$ cat src/rtl/pc_redirect_ctrl_if.sv
// Request/response bundle between the pipeline front end and the PC
// sequencing controller. The master side raises redirect requests and
// presents the current fetch address; the slave side drives the PC controls.
interface pc_redirect_ctrl_if #(
    parameter int unsigned AW = 10
);
    logic [AW-1:0] PcAddr;
    logic          Stall;
    logic          BrReq;
    logic [AW-1:0] BrTarget;
    logic          CallReq;
    logic [AW-1:0] CallTarget;
    logic [AW-1:0] CallRetAddr;
    logic          RetReq;
    logic          TrapReq;
    logic          HaltReq;
    logic          ResumeReq;

    logic          PcReset;
    logic          Jump;
    logic [AW-1:0] JumpTo;
    logic          Flush;
    logic          Halted;
    logic          RasOvf;
    logic          RasUnf;

    modport master (
        output PcAddr, Stall, BrReq, BrTarget, CallReq, CallTarget, CallRetAddr,
               RetReq, TrapReq, HaltReq, ResumeReq,
        input  PcReset, Jump, JumpTo, Flush, Halted, RasOvf, RasUnf
    );

    modport slave (
        input  PcAddr, Stall, BrReq, BrTarget, CallReq, CallTarget, CallRetAddr,
               RetReq, TrapReq, HaltReq, ResumeReq,
        output PcReset, Jump, JumpTo, Flush, Halted, RasOvf, RasUnf
    );
endinterface

$ cat src/rtl/pc_redirect_ctrl.sv
// PC sequencing controller: arbitrates trap/branch/call/return redirects,
// keeps a circular return-address stack, implements stall/halt by jumping
// the PC to its own address, and flushes younger stages after a redirect.
// Redirect latency is zero: PC controls are combinational from state+inputs.
module pc_redirect_ctrl #(
    parameter int unsigned    AW           = 10,
    parameter int unsigned    RAS_DEPTH    = 4,
    parameter logic [AW-1:0]  TRAP_VEC     = 10'h3F0,
    parameter int unsigned    FLUSH_CYCLES = 2
) (
    input  logic               clk,
    input  logic               Reset,
    pc_redirect_ctrl_if.slave  bus
);

    localparam int unsigned   PW         = (RAS_DEPTH > 1) ? $clog2(RAS_DEPTH) : 1;
    localparam int unsigned   CW         = (FLUSH_CYCLES > 1) ? $clog2(FLUSH_CYCLES) : 1;
    localparam logic [CW-1:0] FLUSH_LOAD = CW'(FLUSH_CYCLES - 1);
    localparam logic [PW:0]   RAS_FULL   = (PW+1)'(RAS_DEPTH);

    typedef enum logic [1:0] {
        S_BOOT,
        S_RUN,
        S_FLUSH,
        S_HALT
    } state_t;

    state_t        state, state_nx;
    logic [CW-1:0] fcnt, fcnt_nx;

    // ptr is the next free slot; the top entry sits at ptr-1, and when the
    // stack is full ptr also addresses the oldest entry, so a push there
    // overwrites it naturally.
    logic [AW-1:0] ras [RAS_DEPTH];
    logic [PW-1:0] ptr;
    logic [PW:0]   cnt;
    logic          ovf, unf;

    logic          do_push, do_pop, set_ovf, set_unf;
    logic          redirect, hold;
    logic [AW-1:0] redir_tgt;
    logic [AW-1:0] ras_top;
    logic          ras_empty;

    assign ras_top   = ras[ptr - 1'b1];
    assign ras_empty = (cnt == '0);

    // State register and flush counter
    always_ff @(posedge clk or posedge Reset) begin
        if (Reset) begin
            state <= S_BOOT;
            fcnt  <= '0;
        end else begin
            state <= state_nx;
            fcnt  <= fcnt_nx;
        end
    end

    // Return-stack pointer, occupancy and sticky error flags
    always_ff @(posedge clk or posedge Reset) begin
        if (Reset) begin
            ptr <= '0;
            cnt <= '0;
            ovf <= 1'b0;
            unf <= 1'b0;
        end else begin
            if (do_push) begin
                ptr <= ptr + 1'b1;
                if (cnt != RAS_FULL) begin
                    cnt <= cnt + 1'b1;
                end
            end else if (do_pop) begin
                ptr <= ptr - 1'b1;
                cnt <= cnt - 1'b1;
            end
            if (set_ovf) begin
                ovf <= 1'b1;
            end
            if (set_unf) begin
                unf <= 1'b1;
            end
        end
    end

    // Return-stack storage; contents are don't-care until pushed
    always_ff @(posedge clk) begin
        if (do_push) begin
            ras[ptr] <= bus.CallRetAddr;
        end
    end

    // Next state: request arbitration, RAS actions and flush sequencing
    always_comb begin
        state_nx  = state;
        fcnt_nx   = fcnt;
        do_push   = 1'b0;
        do_pop    = 1'b0;
        set_ovf   = 1'b0;
        set_unf   = 1'b0;
        redirect  = 1'b0;
        hold      = 1'b0;
        redir_tgt = '0;
        case (state)
            S_BOOT: begin
                state_nx = S_RUN;
            end
            S_RUN: begin
                if (bus.TrapReq) begin
                    redirect  = 1'b1;
                    redir_tgt = TRAP_VEC;
                end else if (bus.BrReq) begin
                    redirect  = 1'b1;
                    redir_tgt = bus.BrTarget;
                end else if (bus.CallReq) begin
                    redirect  = 1'b1;
                    redir_tgt = bus.CallTarget;
                    do_push   = 1'b1;
                    set_ovf   = (cnt == RAS_FULL);
                end else if (bus.RetReq) begin
                    redirect = 1'b1;
                    if (!ras_empty) begin
                        redir_tgt = ras_top;
                        do_pop    = 1'b1;
                    end else begin
                        redir_tgt = TRAP_VEC;
                        set_unf   = 1'b1;
                    end
                end else if (bus.HaltReq) begin
                    hold     = 1'b1;
                    state_nx = S_HALT;
                end else if (bus.Stall) begin
                    hold = 1'b1;
                end
            end
            S_FLUSH: begin
                if (bus.TrapReq) begin
                    redirect  = 1'b1;
                    redir_tgt = TRAP_VEC;
                end else begin
                    hold = bus.Stall;
                    if (fcnt <= CW'(1)) begin
                        state_nx = S_RUN;
                    end else begin
                        fcnt_nx = fcnt - 1'b1;
                    end
                end
            end
            S_HALT: begin
                if (bus.TrapReq) begin
                    redirect  = 1'b1;
                    redir_tgt = TRAP_VEC;
                end else if (bus.ResumeReq) begin
                    state_nx = S_RUN;
                end else begin
                    hold = 1'b1;
                end
            end
            default: begin
                state_nx = S_BOOT;
            end
        endcase
        if (redirect) begin
            fcnt_nx  = FLUSH_LOAD;
            state_nx = (FLUSH_CYCLES == 1) ? S_RUN : S_FLUSH;
        end
    end

    // PC control outputs; Reset overrides everything combinationally
    always_comb begin
        bus.PcReset = 1'b0;
        bus.Jump    = 1'b0;
        bus.JumpTo  = '0;
        bus.Flush   = 1'b0;
        bus.Halted  = 1'b0;
        bus.RasOvf  = ovf;
        bus.RasUnf  = unf;
        if (Reset) begin
            bus.PcReset = 1'b1;
        end else if (state == S_BOOT) begin
            bus.PcReset = 1'b1;
            bus.Flush   = 1'b1;
        end else begin
            bus.Jump   = redirect | hold;
            bus.JumpTo = redirect ? redir_tgt : (hold ? bus.PcAddr : '0);
            bus.Flush  = redirect | (state == S_FLUSH);
            bus.Halted = (state == S_HALT);
        end
    end

endmodule
$ cat src/flat_wrapper.sv
// flat-port wrapper written by rule: the top's interface ports become plain ports
module pc_redirect_ctrl_flat 
#(
    parameter int unsigned    AW           = 10,
    parameter int unsigned    RAS_DEPTH    = 4,
    parameter logic [AW-1:0]  TRAP_VEC     = 10'h3F0,
    parameter int unsigned    FLUSH_CYCLES = 2
)
  (clk, Reset, bus_PcAddr, bus_Stall, bus_BrReq, bus_BrTarget, bus_CallReq, bus_CallTarget, bus_CallRetAddr, bus_RetReq, bus_TrapReq, bus_HaltReq, bus_ResumeReq, bus_PcReset, bus_Jump, bus_JumpTo, bus_Flush, bus_Halted, bus_RasOvf, bus_RasUnf);
  pc_redirect_ctrl_if #(.AW(AW)) bus_i ();
  input  logic clk;
  input  logic Reset;
  input wire logic [$bits(bus_i.PcAddr)-1:0] bus_PcAddr;
  input wire logic [$bits(bus_i.Stall)-1:0] bus_Stall;
  input wire logic [$bits(bus_i.BrReq)-1:0] bus_BrReq;
  input wire logic [$bits(bus_i.BrTarget)-1:0] bus_BrTarget;
  input wire logic [$bits(bus_i.CallReq)-1:0] bus_CallReq;
  input wire logic [$bits(bus_i.CallTarget)-1:0] bus_CallTarget;
  input wire logic [$bits(bus_i.CallRetAddr)-1:0] bus_CallRetAddr;
  input wire logic [$bits(bus_i.RetReq)-1:0] bus_RetReq;
  input wire logic [$bits(bus_i.TrapReq)-1:0] bus_TrapReq;
  input wire logic [$bits(bus_i.HaltReq)-1:0] bus_HaltReq;
  input wire logic [$bits(bus_i.ResumeReq)-1:0] bus_ResumeReq;
  output wire logic [$bits(bus_i.PcReset)-1:0] bus_PcReset;
  output wire logic [$bits(bus_i.Jump)-1:0] bus_Jump;
  output wire logic [$bits(bus_i.JumpTo)-1:0] bus_JumpTo;
  output wire logic [$bits(bus_i.Flush)-1:0] bus_Flush;
  output wire logic [$bits(bus_i.Halted)-1:0] bus_Halted;
  output wire logic [$bits(bus_i.RasOvf)-1:0] bus_RasOvf;
  output wire logic [$bits(bus_i.RasUnf)-1:0] bus_RasUnf;
  assign bus_i.PcAddr = bus_PcAddr;
  assign bus_i.Stall = bus_Stall;
  assign bus_i.BrReq = bus_BrReq;
  assign bus_i.BrTarget = bus_BrTarget;
  assign bus_i.CallReq = bus_CallReq;
  assign bus_i.CallTarget = bus_CallTarget;
  assign bus_i.CallRetAddr = bus_CallRetAddr;
  assign bus_i.RetReq = bus_RetReq;
  assign bus_i.TrapReq = bus_TrapReq;
  assign bus_i.HaltReq = bus_HaltReq;
  assign bus_i.ResumeReq = bus_ResumeReq;
  assign bus_PcReset = bus_i.PcReset;
  assign bus_Jump = bus_i.Jump;
  assign bus_JumpTo = bus_i.JumpTo;
  assign bus_Flush = bus_i.Flush;
  assign bus_Halted = bus_i.Halted;
  assign bus_RasOvf = bus_i.RasOvf;
  assign bus_RasUnf = bus_i.RasUnf;
  pc_redirect_ctrl #(.AW(AW), .RAS_DEPTH(RAS_DEPTH), .TRAP_VEC(TRAP_VEC), .FLUSH_CYCLES(FLUSH_CYCLES)) u_core (.clk(clk), .Reset(Reset), .bus(bus_i));
endmodule
$ cat config.mk
export PLATFORM = sky130hd
export DESIGN_NAME = pc_redirect_ctrl_flat
export DESIGN_NICKNAME = d
export VERILOG_FILES = /design/src/rtl/pc_redirect_ctrl_if.sv /design/src/rtl/pc_redirect_ctrl.sv /design/src/flat_wrapper.sv
export SDC_FILE = /design/constraint.sdc
export NUM_CORES = 1
export LEC_CHECK = 0
export BUFFER_PORTS_ARGS = -buffer_cell sky130_fd_sc_hd__buf_2
export CELL_PAD_IN_SITES_DETAIL_PLACEMENT = 1
export CELL_PAD_IN_SITES_GLOBAL_PLACEMENT = 1
export CORE_ASPECT_RATIO = 1.75
export CORE_UTILIZATION = 43
export CTS_BUF_LIST = sky130_fd_sc_hd__clkbuf_8
export DETAILED_ROUTE_END_ITERATION = 16
export HOLD_SLACK_MARGIN = 0.02
export PLACE_DENSITY_LB_ADDON = 0.1
export SYNTH_ARGS = -nofsm -noshare
export SYNTH_HDL_FRONTEND = slang
export SYNTH_SLANG_ARGS = --single-unit
$ cat constraint.sdc
create_clock -name clk -period 2.65 [get_ports clk]
set_clock_uncertainty 0.2 [all_clocks]
set_input_delay 0.1325 -clock clk [delete_from_list [all_inputs] [get_ports clk]]
set_output_delay 0.1325 -clock clk [all_outputs]
set_load 0.005 [all_outputs]
# == After elaboration in Yosys (flattened, before gate mapping) ==
# Memory sizes are Yosys's and may differ from the RTL's.
# Index checks and enable logic that the tools add are counted.
# classes
magnitude_cmp,1
n_addsub,5
shifts,0
n_mul,0
eq_ne,17
n_reduce_logical,8
n_mux,77
bitwise,2
div_mod_pow,0
# ops
cell,count
$mux 10,10
$mux 1,48
$mux 2,12
$ne 3x2->1 const B,8
$pmux 10 s2,1
$mux 3,3
$reduce_and 9->1,1
$pmux 2 s4,1
$eq 2x2->1 const B,2
$ne 2x1->1 const B,2
$reduce_bool 2->1,2
$add 3x1->3 const B,1
$eq 3x3->1 const B,1
$logic_not 3->1,1
$ne 3x1->1 const B,1
$ne 3x3->1 const B,1
$pmux 1 s3,1
$reduce_and 3->1,1
$sub 3x1->3 const B,1
$add 2x1->2 const B,1
$eq 2x1->1 const B,1
$logic_not 2->1,1
$ne 2x2->1 const B,1
$or 1x1->1,2
other kinds (6),6
# word_totals
latch_bits,0
romBits,0
n_memories,1
word_cells,117
ff_bits,10
ramBits,40
# memory_table
memory,depth,width,read_ports,rd_clocked_by_memory_dff,write_ports,line,rtl
u_core.ras,4,10,1,0,1,pc_redirect_ctrl.sv:34,logic [AW-1:0] ras [RAS_DEPTH];

# == Logic depth before layout (Yosys ltp) ==
# Gate-level depths: netlist (run 1).
# depth
depth_word,11
ltp_mapped,8

# == Worst setup path after synthesis (run 1) ==
# No wires, ideal clock.
# synth_path
path_type,flip-flop to output port
startpoint,reg u_core.ptr[0]
endpoint,out bus_JumpTo[1]
required_time_ns,2.318
arrival_time_ns,2.134
path_stages_with_launch,8
slack_ns,0.184
path_cell_list,dfrtp_1 > buf_2 > inv_1 > ha_1 > buf_1 > mux4_2 > nand2b_1 > a32o_1
# synth_via
elab_chain_len,11
# synth_rtl
item,line,rtl
start: declaration,pc_redirect_ctrl.sv:35,logic [PW-1:0] ptr;
start signal: assignment,pc_redirect_ctrl.sv:68,ptr <= ptr + 1'b1;
start signal: assignment,pc_redirect_ctrl.sv:73,ptr <= ptr - 1'b1;
$sub 2x1->2,pc_redirect_ctrl.sv:45,assign ras_top = ras[ptr - 1'b1];
$mem_v2 4x10,-,
$mux 10,pc_redirect_ctrl.sv:121,if (!ras_empty) begin
$mux 10,pc_redirect_ctrl.sv:119,end else if (bus.RetReq) begin
$mux 10,pc_redirect_ctrl.sv:114,end else if (bus.CallReq) begin
$mux 10,pc_redirect_ctrl.sv:111,end else if (bus.BrReq) begin
$mux 10,pc_redirect_ctrl.sv:108,if (bus.TrapReq) begin
$pmux 10 s2,pc_redirect_ctrl.sv:103,case (state)
$mux 10,pc_redirect_ctrl.sv:184,bus.JumpTo = redirect ? redir_tgt : (hold ? bus.PcAddr : '0);
$mux 10,pc_redirect_ctrl.sv:179,end else if (state == S_BOOT) begin
$mux 10,pc_redirect_ctrl.sv:177,if (Reset) begin
end: declaration,flat_wrapper.sv:26,output wire logic [$bits(bus_i.JumpTo)-1:0] bus_JumpTo;
# Every way passes these cells.

# == Worst setup path in the final report (run 1) ==
# layout_path
startpoint,reg u_core.state[1]
endpoint,out bus_JumpTo[8]
# layout_via
elab_chain_len,6
# layout_rtl
item,line,rtl
start: declaration,pc_redirect_ctrl.sv:28,"state_t state, state_nx;"
start signal: assignment,pc_redirect_ctrl.sv:54,state <= state_nx;
$eq 2x2->1 / $eq 2x1->1 (equally long branches),pc_redirect_ctrl.sv:103,
$pmux 1 s3 / $reduce_or 2->1 (equally long branches),-,
$mux 10 (tied with other cells),pc_redirect_ctrl.sv:184,
$mux 10,pc_redirect_ctrl.sv:184,
$mux 10 *,pc_redirect_ctrl.sv:179,
$mux 10 *,pc_redirect_ctrl.sv:177,
# Mark *: on every way between the ends. The rest lies on a longest branch, timed or not.

==> reports/metrics.csv, run 1 <==
stage;metric;value;unit
run_status;outcome;completed;
pwr;p_leak;0.00123;uW
timing;setup_viol;0;
drt;via_count;1837;
setup_path;cp-start-kind;register;
yosys;synth_commonest_cells;edfxtp_1, nor2_1, a21oi_1, inv_1, mux4_2;
pwr;peakVddDrop;0.000564;V
pwr;finalPower;2540;uW
yosys;synth_top_area_share;49.4;%
final_layout;drive_above_1_share;37.7;%
timing;min_period_over_period;96.7;%
timing;final_max_slew_viol_count;0;
pwr;power.density;824;nW/um^2
drt;dr.pass1.iters;4;
yosys;synth.net_count;231;
yosys;yosysMostFrequentCell;edfxtp_1;
drt;drt_iter0_drc;89;
clock_tree;clk_pin_slew;0.09;ns
die;die-width;58.8;um
grt;overflow;0;
yosys;synth_cell_types;41;
timing;period_minus_slack;2.56;ns
die;die_h;101;um
placement;place_congestion;0.824;
timing;rsz0062_at_grt;false;
clock_tree;cts_root_buf;clkbuf_8;
drt;wl_per_cell;19.0;um
setup_path;arrival;2.23;ns
die;core_area;5340;um^2
timing;tightest_slew;0.554;ns
yosys;synth.avg_cell_area;13.7;um^2
yosys;synth.largest_area_cell;edfxtp_1;
clock_tree;clock_sinks;49;
clock_tree;cts_inserted_buffers;5;
setup_path;required;2.32;ns
setup_path;cpMostUsedCell;nor4b_4;
final_layout;synthToLayoutAreaGrowth;26.9;%
drt;routed_wl;6300;um
yosys;synth-seq-cells;49;
yosys;yosysWarnings;0;
setup_path;cp_max_fo;13;
die;initial_utilization;45.5;%
grt;grtUsageTotal;22.7;%
drt;routed_via_density;5.55;
clock_tree;clock_path_buffers;2;
final_layout;fin_nets;310;
drt;drc;0;
grt;grt_pass1_wl;9740;um
grt;antenna_found_initial;0;
yosys;ys_async_sr_fraction;18.4;%
timing;fmax;390;MHz
setup_path;slowest_delay;0.47;ns
timing;final.setup.tns;0;ns
die;rows;35;
setup_path;critPathKind;reg -> out;
final_layout;fill_cells;582;
setup_path;critPathCaptureType;output port;
worst_hold_path;hold_class;in -> reg;
die;io_pins;65;
setup_path;critPathSlowestCell;dfrtp_2;
grt;grt_pass1_vias;2062;
die;die_area;5970;um^2
setup_path;path_cells;nor4b_4 -> buf_6 -> nor4b_4 -> o31ai_4 -> nor4_1 -> buf_2;
drt;final_antenna_net_count;0;
timing;hold_viol_final;0;
run;maxCapViolations;0;
yosys;synthCells;177;
clock_tree;tritoncts;yes;
clock_tree;cts.htree.levels;2;
final_layout;antenna_cells;0;
grt;grt_start_max_net_pins;21;
placement;hpwl;4830;um
yosys;synth_edf_count;40;
yosys;synth.area.top_cells;edfxtp_1, dfrtp_1, mux4_2;
yosys;ys_seq_area_share;58.7;%
placement;port_buffers;64;
timing;slew_headroom;63.1;%
yosys;syn_area;2430;um^2
yosys;synthFlopType;edfxtp_1;
clock_tree;clkLatencyLatePin;0.30;ns
## layer usage
metal	part of all wire [%]	track usage (%)	wire (um)	up-vias
li1	-	-	-	844
met1	35	22.4	2220	914
met2	59	44.6	3720	69
met3	3.8	3.19	242	10
met4	2.0	10.3	128	0
met5	0	0	0	-
## power by group
| part | total (uW) | internal [uW] | switching [uW] |
|---|---|---|---|
| clock | 533 | 282 | 251 |
| combinational | 997 | 503 | 494 |
| sequential | 1010 | 911 | 101 |
## placed cells by master, fill, tap and decap left out, drive strengths merged, types with 3 or more instances in the layout
cell / synthesis / routed
inv: 10 / 10
o22ai: 6 / 6
clkbuf: 5 / 5
a21oi: 10 / 10
nor4: 6 / 6
or3: 3 / 3
ha: 4 / 4
nand2b: 8 / 8
a221oi: 4 / 4
edfxtp: 40 / 40
a32o: 4 / 4
nand2: 4 / 4
buf: 4 / 69
and3: 5 / 5
nor2: 18 / 18
dlygate4sd3: 0 / 12
dfrtp: 9 / 9
mux4: 10 / 10
## registers in the layout (all words and copies together), names as in the netlist
register           count
u_core.bus.RasOvf      1
u_core.bus.RasUnf      1
u_core.cnt             3
u_core.ptr             2
u_core.ras            40
u_core.state           2
## per-stage QoR
step	hold WS [ns]	instance area, um^2	setup slack, ns	util, %	cells
floorplan	-0.226	2430	0.184	-	177
global placement	-0.0317	2840	0.429	53.1	311
detailed placement	-0.0219	2840	0.318	53.1	311
CTS	0.0512	3070	0.0648	57.5	331
global route	0.103	3080	0.00582	57.7	331
finish	0.0571	3080	0.0862	57.7	331
## worst paths after layout
check,slack (ns),start,cells after the start,to
worst max-delay path,0.09,u_core.state[1]$_DFFE_PP0P_,6,bus_JumpTo[8]
worst min-delay path,0.06,bus_ResumeReq,4,u_core.state[1]$_DFFE_PP0P_
worst max register to register,0.22,u_core.state[1]$_DFFE_PP0P_,7,u_core.cnt[2]$_DFFE_PP0P_
worst min register to register,0.30,u_core.bus.RasUnf$_DFFE_PP0P_,1,u_core.bus.RasUnf$_DFFE_PP0P_
max in group asynchronous,1.69,Reset,3,u_core.state[1]$_DFFE_PP0P_
min in group asynchronous,0.22,Reset,3,u_core.bus.RasUnf$_DFFE_PP0P_
## critical path, delay by kind of cell (launching register included)
kind,cells,cell delay [ns]
AND/OR/NAND/NOR,3,0.93
flip-flops,1,0.47
buffers and inverters,2,0.36
AO/OA/AOI/OAI,1,0.16
## layout make-up
class	count	area, um^2	share of cell area, %
Sequential cell	49	1430	46.3
Multi-Input combinational cell	109	928	30.1
Timing Repair Buffer	81	482	15.6
Tap cell	74	92.6	3.00
Clock buffer	5	68.8	2.23
Clock inverter	3	46.3	1.50
Inverter	10	37.5	1.22
## cells by family after synthesis
family	count (synthesis)	share of synthesized area, %
simple gates	57	14.2
compound gates	34	10.5
mux	11	9.73
flops	49	58.7
xor+xnor	2	0.721
fa+ha+maj	5	2.88
buf+inv	19	3.35
## repair_timing
| action | 4_1_cts | 5_1_grt |
|---|---|---|
| gates resized for setup | 0 | 4 |
| endpoints found under the hold margin | 50 | 0 |
| hold buffers | 12 | 0 |
| endpoints found under the setup margin | 0 | 5 |
| buffers inserted | 0 | 0 |
(Power assumes the default switching activity.)
==> run 2, diff against run 1 <==
--- a/config.mk
+++ b/config.mk
@@ -13,7 +13,7 @@
 export CTS_BUF_LIST = sky130_fd_sc_hd__clkbuf_8
 export DETAILED_ROUTE_END_ITERATION = 16
 export HOLD_SLACK_MARGIN = 0.02
-export PLACE_DENSITY_LB_ADDON = 0.1
+export PLACE_DENSITY = 0.81
 export SYNTH_ARGS = -nofsm -noshare
 export SYNTH_HDL_FRONTEND = slang
 export SYNTH_SLANG_ARGS = --single-unit
==> run 2 against run 1 <==
Against the previous run: sequential share of layout area decreased by 0.26 points; worst hold slack improved by 0.049 ns; sequential cell count unchanged; first-iteration DRC count decreased by 33%; critical path type unchanged; largest power group unchanged.
==> reports/metrics.csv, run 2 (synthesis results as in run 1) <==
stage;metric;value;unit;change
run_status;outcome;completed;;
timing;min_period_over_period;94.8;%;-1.9 points
grt;grt_pass1_vias;1913;;-7.2%
final_layout;design_area;3100;um^2;+0.57%
setup_path;r2r_end;u_core.cnt[2]$_DFFE_PP0P_;;
worst_hold_path;min_from;bus_CallReq;;
setup_path;critPathCaptureType;output port;;
placement;dpl_cell_area;2840;um^2;unchanged
setup_path;reg2reg_depth;7;;unchanged
die;die-width;58.8;um;unchanged
drt;drt_iter0_drc;60;;-33%
die;rows;35;;unchanged
final_layout;final_util;58.1;%;+0.33 points
clock_tree;tritoncts;yes;;
pwr;power.internal;1620;uW;-4.7%
clock_tree;cts.htree.levels;2;;unchanged
grt;grt.met1_usage;23.8;%;+1.4 points
clock_tree;clkLatencyLatePin;0.30;ns;about the same
die;initial_utilization;45.5;%;unchanged
drt;dr.pass1.iters;4;;unchanged
grt;grt_pass1_wl;9400;um;-3.5%
die;die_area;5970;um^2;unchanged
timing;period_minus_slack;2.51;ns;-0.0507 ns
pwr;seqPwrFrac;41.1;%;+1.3 points
drt;wl_per_cell;17.7;um;-7.0%
timing;final_max_slew_viol_count;0;;unchanged
pwr;clkPwrFrac;17.9;%;-3.1 points
die;core_area;5340;um^2;unchanged
clock_tree;cts_inserted_buffers;5;;unchanged
timing;setup_viol;0;;unchanged
final_layout;top_regs;u_core.ras: 40 flops, u_core.cnt: 3 flops;;
final_layout;regMostFlops;u_core.ras;;
die;die_h;101;um;unchanged
clock_tree;clock_sinks;49;;unchanged
run;maxCapViolations;0;;unchanged
final_layout;antenna_cells;0;;unchanged
clock_tree;cts_root_buf;clkbuf_8;;
timing;hold_viol_final;0;;unchanged
timing;fmax;398;MHz;+2.0%
grt;met3_usage;3.70;%;+0.51 points
grt;grt.met2_usage;40.6;%;-4.0 points
grt;overflow;0;;unchanged
drt;drc;0;;unchanged
pwr;switching_share;34.0;%;+0.79 points
setup_path;arrival;2.18;ns;-0.05 ns
setup_path;cp-start-kind;register;;
worst_hold_path;hold_class;in -> reg;;
timing;slew_headroom;63.4;%;+0.37 points
grt;grtUsageTotal;21.5;%;-1.2 points
setup_path;r2r_slack;0.23;ns;about the same
pwr;peakVddDrop;0.000573;V;+1.7%
drt;via_count;1823;;-0.76%
setup_path;timing.rr.start;u_core.state[1]$_DFFE_PP0P_;;
pwr;combPwrFrac;41.1;%;+1.9 points
drt;routed_via_density;5.46;;-1.7%
setup_path;critPathKind;reg -> out;;
final_layout;drive_above_1_share;38.8;%;+1.1 points
placement;place_congestion;0.813;;-1.4%
die;io_pins;65;;unchanged
final_layout;largest_reg_flops;40;;unchanged
final_layout;final_common_cell;buf_2;;
placement;port_buffers;64;;unchanged
grt;grt_start_max_net_pins;21;;unchanged
worst_hold_path;hold-path-endpoint;u_core.bus.RasOvf$_DFFE_PP0P_;;
clock_tree;clk_pin_slew;0.09;ns;about the same
timing;tightest_slew;0.549;ns;-0.00548 ns
grt;antenna_found_initial;0;;unchanged
clock_tree;clock_path_buffers;2;;unchanged
setup_path;required;2.32;ns;about the same
drt;routed_wl;5910;um;-6.2%
pwr;power.density;791;nW/um^2;-4.1%
pwr;p_leak;0.00124;uW;+0.33%
setup_path;cp_max_fo;12;;-1
timing;final.setup.tns;0;ns;unchanged
final_layout;fin_nets;313;;+0.97%
final_layout;synthToLayoutAreaGrowth;27.7;%;
timing;rsz0062_at_grt;false;;
drt;final_antenna_net_count;0;;unchanged
placement;hpwl;4360;um;-9.7%
final_layout;final_cell_mix;buf_2, edfxtp_1, nor2_1, dlygate4sd3_1;;
pwr;p_switching;835;uW;-1.2%
grt;busiest_layer;met2;;
worst_hold_path;hold_path_depth;2;;-2
[run 2: worst max-delay path by stage]
stage	start	endpoint	slack [ns]	cells past startpoint
after CTS	u_core.state[1]$_DFFE_PP0P_	bus_JumpTo[7]	0.004	6
after global routing	u_core.ptr[1]$_DFFE_PP0P_	bus_JumpTo[1]	0.05	6
final	u_core.ptr[1]$_DFFE_PP0P_	bus_JumpTo[1]	0.14	6
after detailed placement	u_core.state[0]$_DFFE_PP0P_	u_core.cnt[2]$_DFFE_PP0P_	0.32	7
after global placement	u_core.state[1]$_DFFE_PP0P_	bus_JumpTo[5]	0.38	6
after floorplan	u_core.ptr[0]$_DFFE_PP0P_	bus_JumpTo[1]	0.18	7
[run 2: timing repair]
action,in CTS,in global routing
hold buffers,14,0
setup endpoints to repair,2,6
gates resized for setup,3,4
buffers inserted,0,1
gates cloned,0,0
endpoints found under the hold margin,50,0
[run 2: final cells by class]
cell class                      count  area [um^2]
Fill cell                         575         2240
Tap cell                           74         92.6
Clock buffer                        5         68.8
Inverter                           10         37.5
Timing Repair Buffer               84          509
Sequential cell                    49         1430
Clock inverter                      3         21.3
Multi-Input combinational cell    109          943
[run 2: critical path: stages, from the launching register on]
cell	delay, ns
dfrtp_1	0.41
inv_1	0.08
ha_2	0.51
mux4_2	0.34
nand2b_1	0.17
a32o_1	0.22
buf_2	0.14
[run 2: metrics by stage]
stage	std cells	total power, uW	hold slack, ns	setup WS (ns)
floorplan	177	1680	-0.226	0.184
global placement	311	1930	-0.0605	0.380
finish	334	2450	0.106	0.137
global route	334	2600	0.105	0.0549
CTS	333	2460	0.0961	0.00374
detailed placement	311	1970	-0.0442	0.323
[run 2: power groups by stage]
stage                     combinational, uW  clock (uW)  sequential (uW)
final                                  1010         438             1010
after global routing                   1100         477             1020
after CTS                              1010         449             1000
after detailed placement                948           0             1020
after global placement                  921           0             1010
after floorplan                         693           0              989
[run 2: per-layer routing]
| layer | vias up | wire [um] | part of all wire [%] |
|---|---|---|---|
| li1 | 852 | - | - |
| met1 | 928 | 2150 | 36 |
| met2 | 34 | 3490 | 59 |
| met3 | 9 | 173 | 2.9 |
| met4 | 0 | 94 | 1.6 |
| met5 | - | 0 | 0 |
==> run 3, diff against run 2 <==
--- a/config.mk
+++ b/config.mk
@@ -14,6 +14,7 @@
 export DETAILED_ROUTE_END_ITERATION = 16
 export HOLD_SLACK_MARGIN = 0.02
 export PLACE_DENSITY = 0.81
+export RECOVER_POWER = 50
 export SYNTH_ARGS = -nofsm -noshare
 export SYNTH_HDL_FRONTEND = slang
 export SYNTH_SLANG_ARGS = --single-unit
==> run 3 against run 2 <==
Against the previous run: worst hold slack hardly changed; sequential power about the same; clock power is essentially flat; total power shrank 0.19%; critical path type unchanged; largest cell class unchanged.
==> reports/metrics.csv, run 3 (synthesis results as in run 1) <==
stage;metric;value;unit;change
drt;via_count;1810;;-0.71%
placement;port_buffers;64;;unchanged
clock_tree;clk_pin_slew;0.09;ns;about the same
drt;drc;0;;unchanged
setup_path;critPathCaptureType;output port;;
timing;setup_viol;0;;unchanged
clock_tree;tritoncts;yes;;
grt;grtUsageTotal;21.5;%;unchanged
timing;tightest_slew;0.541;ns;-0.00795 ns
die;rows;35;;unchanged
grt;met3_usage;3.70;%;unchanged
grt;antenna_found_initial;0;;unchanged
clock_tree;cts.htree.levels;2;;unchanged
clock_tree;clkLatencyLatePin;0.30;ns;about the same
setup_path;r2r_slack;0.21;ns;-0.02 ns
die;die_area;5970;um^2;unchanged
pwr;switching_share;34.2;%;+0.15 points
final_layout;regMostFlops;u_core.ras;;
drt;routed_via_density;5.42;;-0.71%
setup_path;arrival;2.18;ns;about the same
pwr;combPwrFrac;41.0;%;about the same
pwr;clkPwrFrac;17.9;%;about the same
placement;hpwl;4360;um;unchanged
final_layout;fin_nets;313;;unchanged
timing;finalWorstSetupSlack;0.138;ns;+0.000886 ns
final_layout;antenna_cells;0;;unchanged
final_layout;design_area;3080;um^2;-0.56%
die;die_h;101;um;unchanged
final_layout;multi_input_area;943;um^2;unchanged
grt;overflow;0;;unchanged
timing;period_minus_slack;2.51;ns;-0.000886 ns
pwr;p_leak;0.00120;uW;-3.0%
final_layout;seqCellArea;1430;um^2;about the same
timing;fmax;398;MHz;about the same
drt;routed_wl;5920;um;+0.14%
die;io_pins;65;;unchanged
run;maxCapViolations;0;;unchanged
worst_hold_path;hold_class;in -> reg;;
worst_hold_path;min_from;bus_CallReq;;
grt;grt.met1_usage;23.8;%;unchanged
pwr;seqPwrFrac;41.1;%;about the same
clock_tree;cts_inserted_buffers;5;;unchanged
timing;slew_headroom;64.0;%;+0.53 points
timing;hold_viol_final;0;;unchanged
final_layout;largest_reg_flops;40;;unchanged
setup_path;critPathKind;reg -> out;;
setup_path;required;2.32;ns;about the same
clock_tree;clock_path_buffers;2;;unchanged
timing;rsz0062_at_grt;false;;
run_status;outcome;completed;;
setup_path;r2r_end;u_core.cnt[2]$_DFFE_PP0P_;;
final_layout;top_regs;u_core.ras: 40 flops, u_core.cnt: 3 flops;;
die;die-width;58.8;um;unchanged
worst_hold_path;hold_path_depth;2;;unchanged
final_layout;fill_cells;579;;+0.70%
setup_path;setup.worst_path.start;u_core.ptr[1]$_DFFE_PP0P_;;
setup_path;cp_max_fo;12;;unchanged
final_layout;drive_above_1_share;33.5;%;-5.4 points
setup_path;timing.rr.start;u_core.state[1]$_DFFE_PP0P_;;
worst_hold_path;hold-path-endpoint;u_core.bus.RasOvf$_DFFE_PP0P_;;
placement;place_congestion;0.813;;unchanged
grt;grt.met2_usage;40.6;%;unchanged
grt;grt_pass1_vias;1913;;unchanged
drt;drt_iter0_drc;63;;+5.0%
timing;final.setup.tns;0;ns;unchanged
timing;hold_ws;0.106;ns;-0.000195 ns
final_layout;final_util;57.7;%;-0.33 points
setup_path;reg2reg_depth;7;;unchanged
grt;busiest_layer;met2;;
pwr;p_switching;837;uW;+0.24%
pwr;peakVddDrop;0.000581;V;+1.4%
pwr;power.internal;1610;uW;-0.42%
timing;min_period_over_period;94.8;%;about the same
timing;final_max_slew_viol_count;0;;unchanged
drt;dr.pass1.iters;4;;unchanged
placement;pre_cts_slack;0.323;ns;unchanged
clock_tree;cts_root_buf;clkbuf_8;;
drt;final_antenna_net_count;0;;unchanged
final_layout;synthToLayoutAreaGrowth;26.9;%;
die;initial_utilization;45.5;%;unchanged
pwr;power.density;794;nW/um^2;+0.37%
placement;dpl_cell_area;2840;um^2;unchanged
grt;grt_pass1_wl;9400;um;unchanged
final_layout;final_cell_mix;buf_2, edfxtp_1, nor2_1, dlygate4sd3_1, clkbuf_1;;
grt;grt_start_max_net_pins;21;;unchanged
clock_tree;clock_sinks;49;;unchanged
drt;wl_per_cell;17.7;um;+0.14%
die;core_area;5340;um^2;unchanged
final_layout;final_common_cell;buf_2;;
setup_path;cp-start-kind;register;;
run 3: cell types whose count changed in the layout (fill, tap and decap cells not counted):
| cell | change |
|---|---|
| buf_2 | -13 |
| dfrtp_1 | +1 |
| clkbuf_1 | +13 |
| dfrtp_2 | -1 |
run 3: per-stage QoR:
step	power, uW	cells
6_report	2450	334
5_1_grt	2590	334
4_1_cts	2460	333
3_5_place_dp	1970	311
3_3_place_gp	1930	311
2_1_floorplan	1680	177
run 3: what timing repair did:
item,in CTS,in global routing
endpoints found under the hold margin,50,0
buffers inserted,0,1
endpoints found under the setup margin,2,6
hold buffers,14,0
pin swaps,0,0
gates resized for setup,3,4
cloned,0,0
run 3: worst max-delay path, cell delays in order, from the launching register on:
cell      delay (ns)
dfrtp_1         0.41
inv_1           0.08
ha_2            0.51
mux4_2          0.34
nand2b_1        0.17
a32o_1          0.22
buf_2           0.14
run 3: power by group through the flow:
stage / combinational (uW) / clock, uW / sequential (uW)
after floorplan: 693 / 0 / 989
after global placement: 921 / 0 / 1010
after detailed placement: 948 / 0 / 1020
after CTS: 1010 / 449 / 1000
after global routing: 1100 / 477 / 1020
final: 1000 / 439 / 1010
run 3: worst max path at each step:
stage,to,slack (ns),depth (start not counted)
finish,bus_JumpTo[1],0.14,6
global route,bus_JumpTo[7],0.03,6
CTS,bus_JumpTo[7],0.004,6
detailed placement,u_core.cnt[2]$_DFFE_PP0P_,0.32,7
global placement,bus_JumpTo[5],0.38,6
floorplan,bus_JumpTo[1],0.18,7
run 3: layer usage:
layer,up-vias,wire length [um]
met2,31,3470
met4,0,94
met5,-,0
met1,918,2200
li1,852,-
met3,9,160
run 3: area by class of cell:
cell class,count,share of cell area (%)
multi-input combinational,109,30.6
inverter,10,1.22
tap,74,3.00
sequential,49,46.3
clock inverter,3,0.690
clock buffer,5,2.23
timing repair buffer,84,16.0
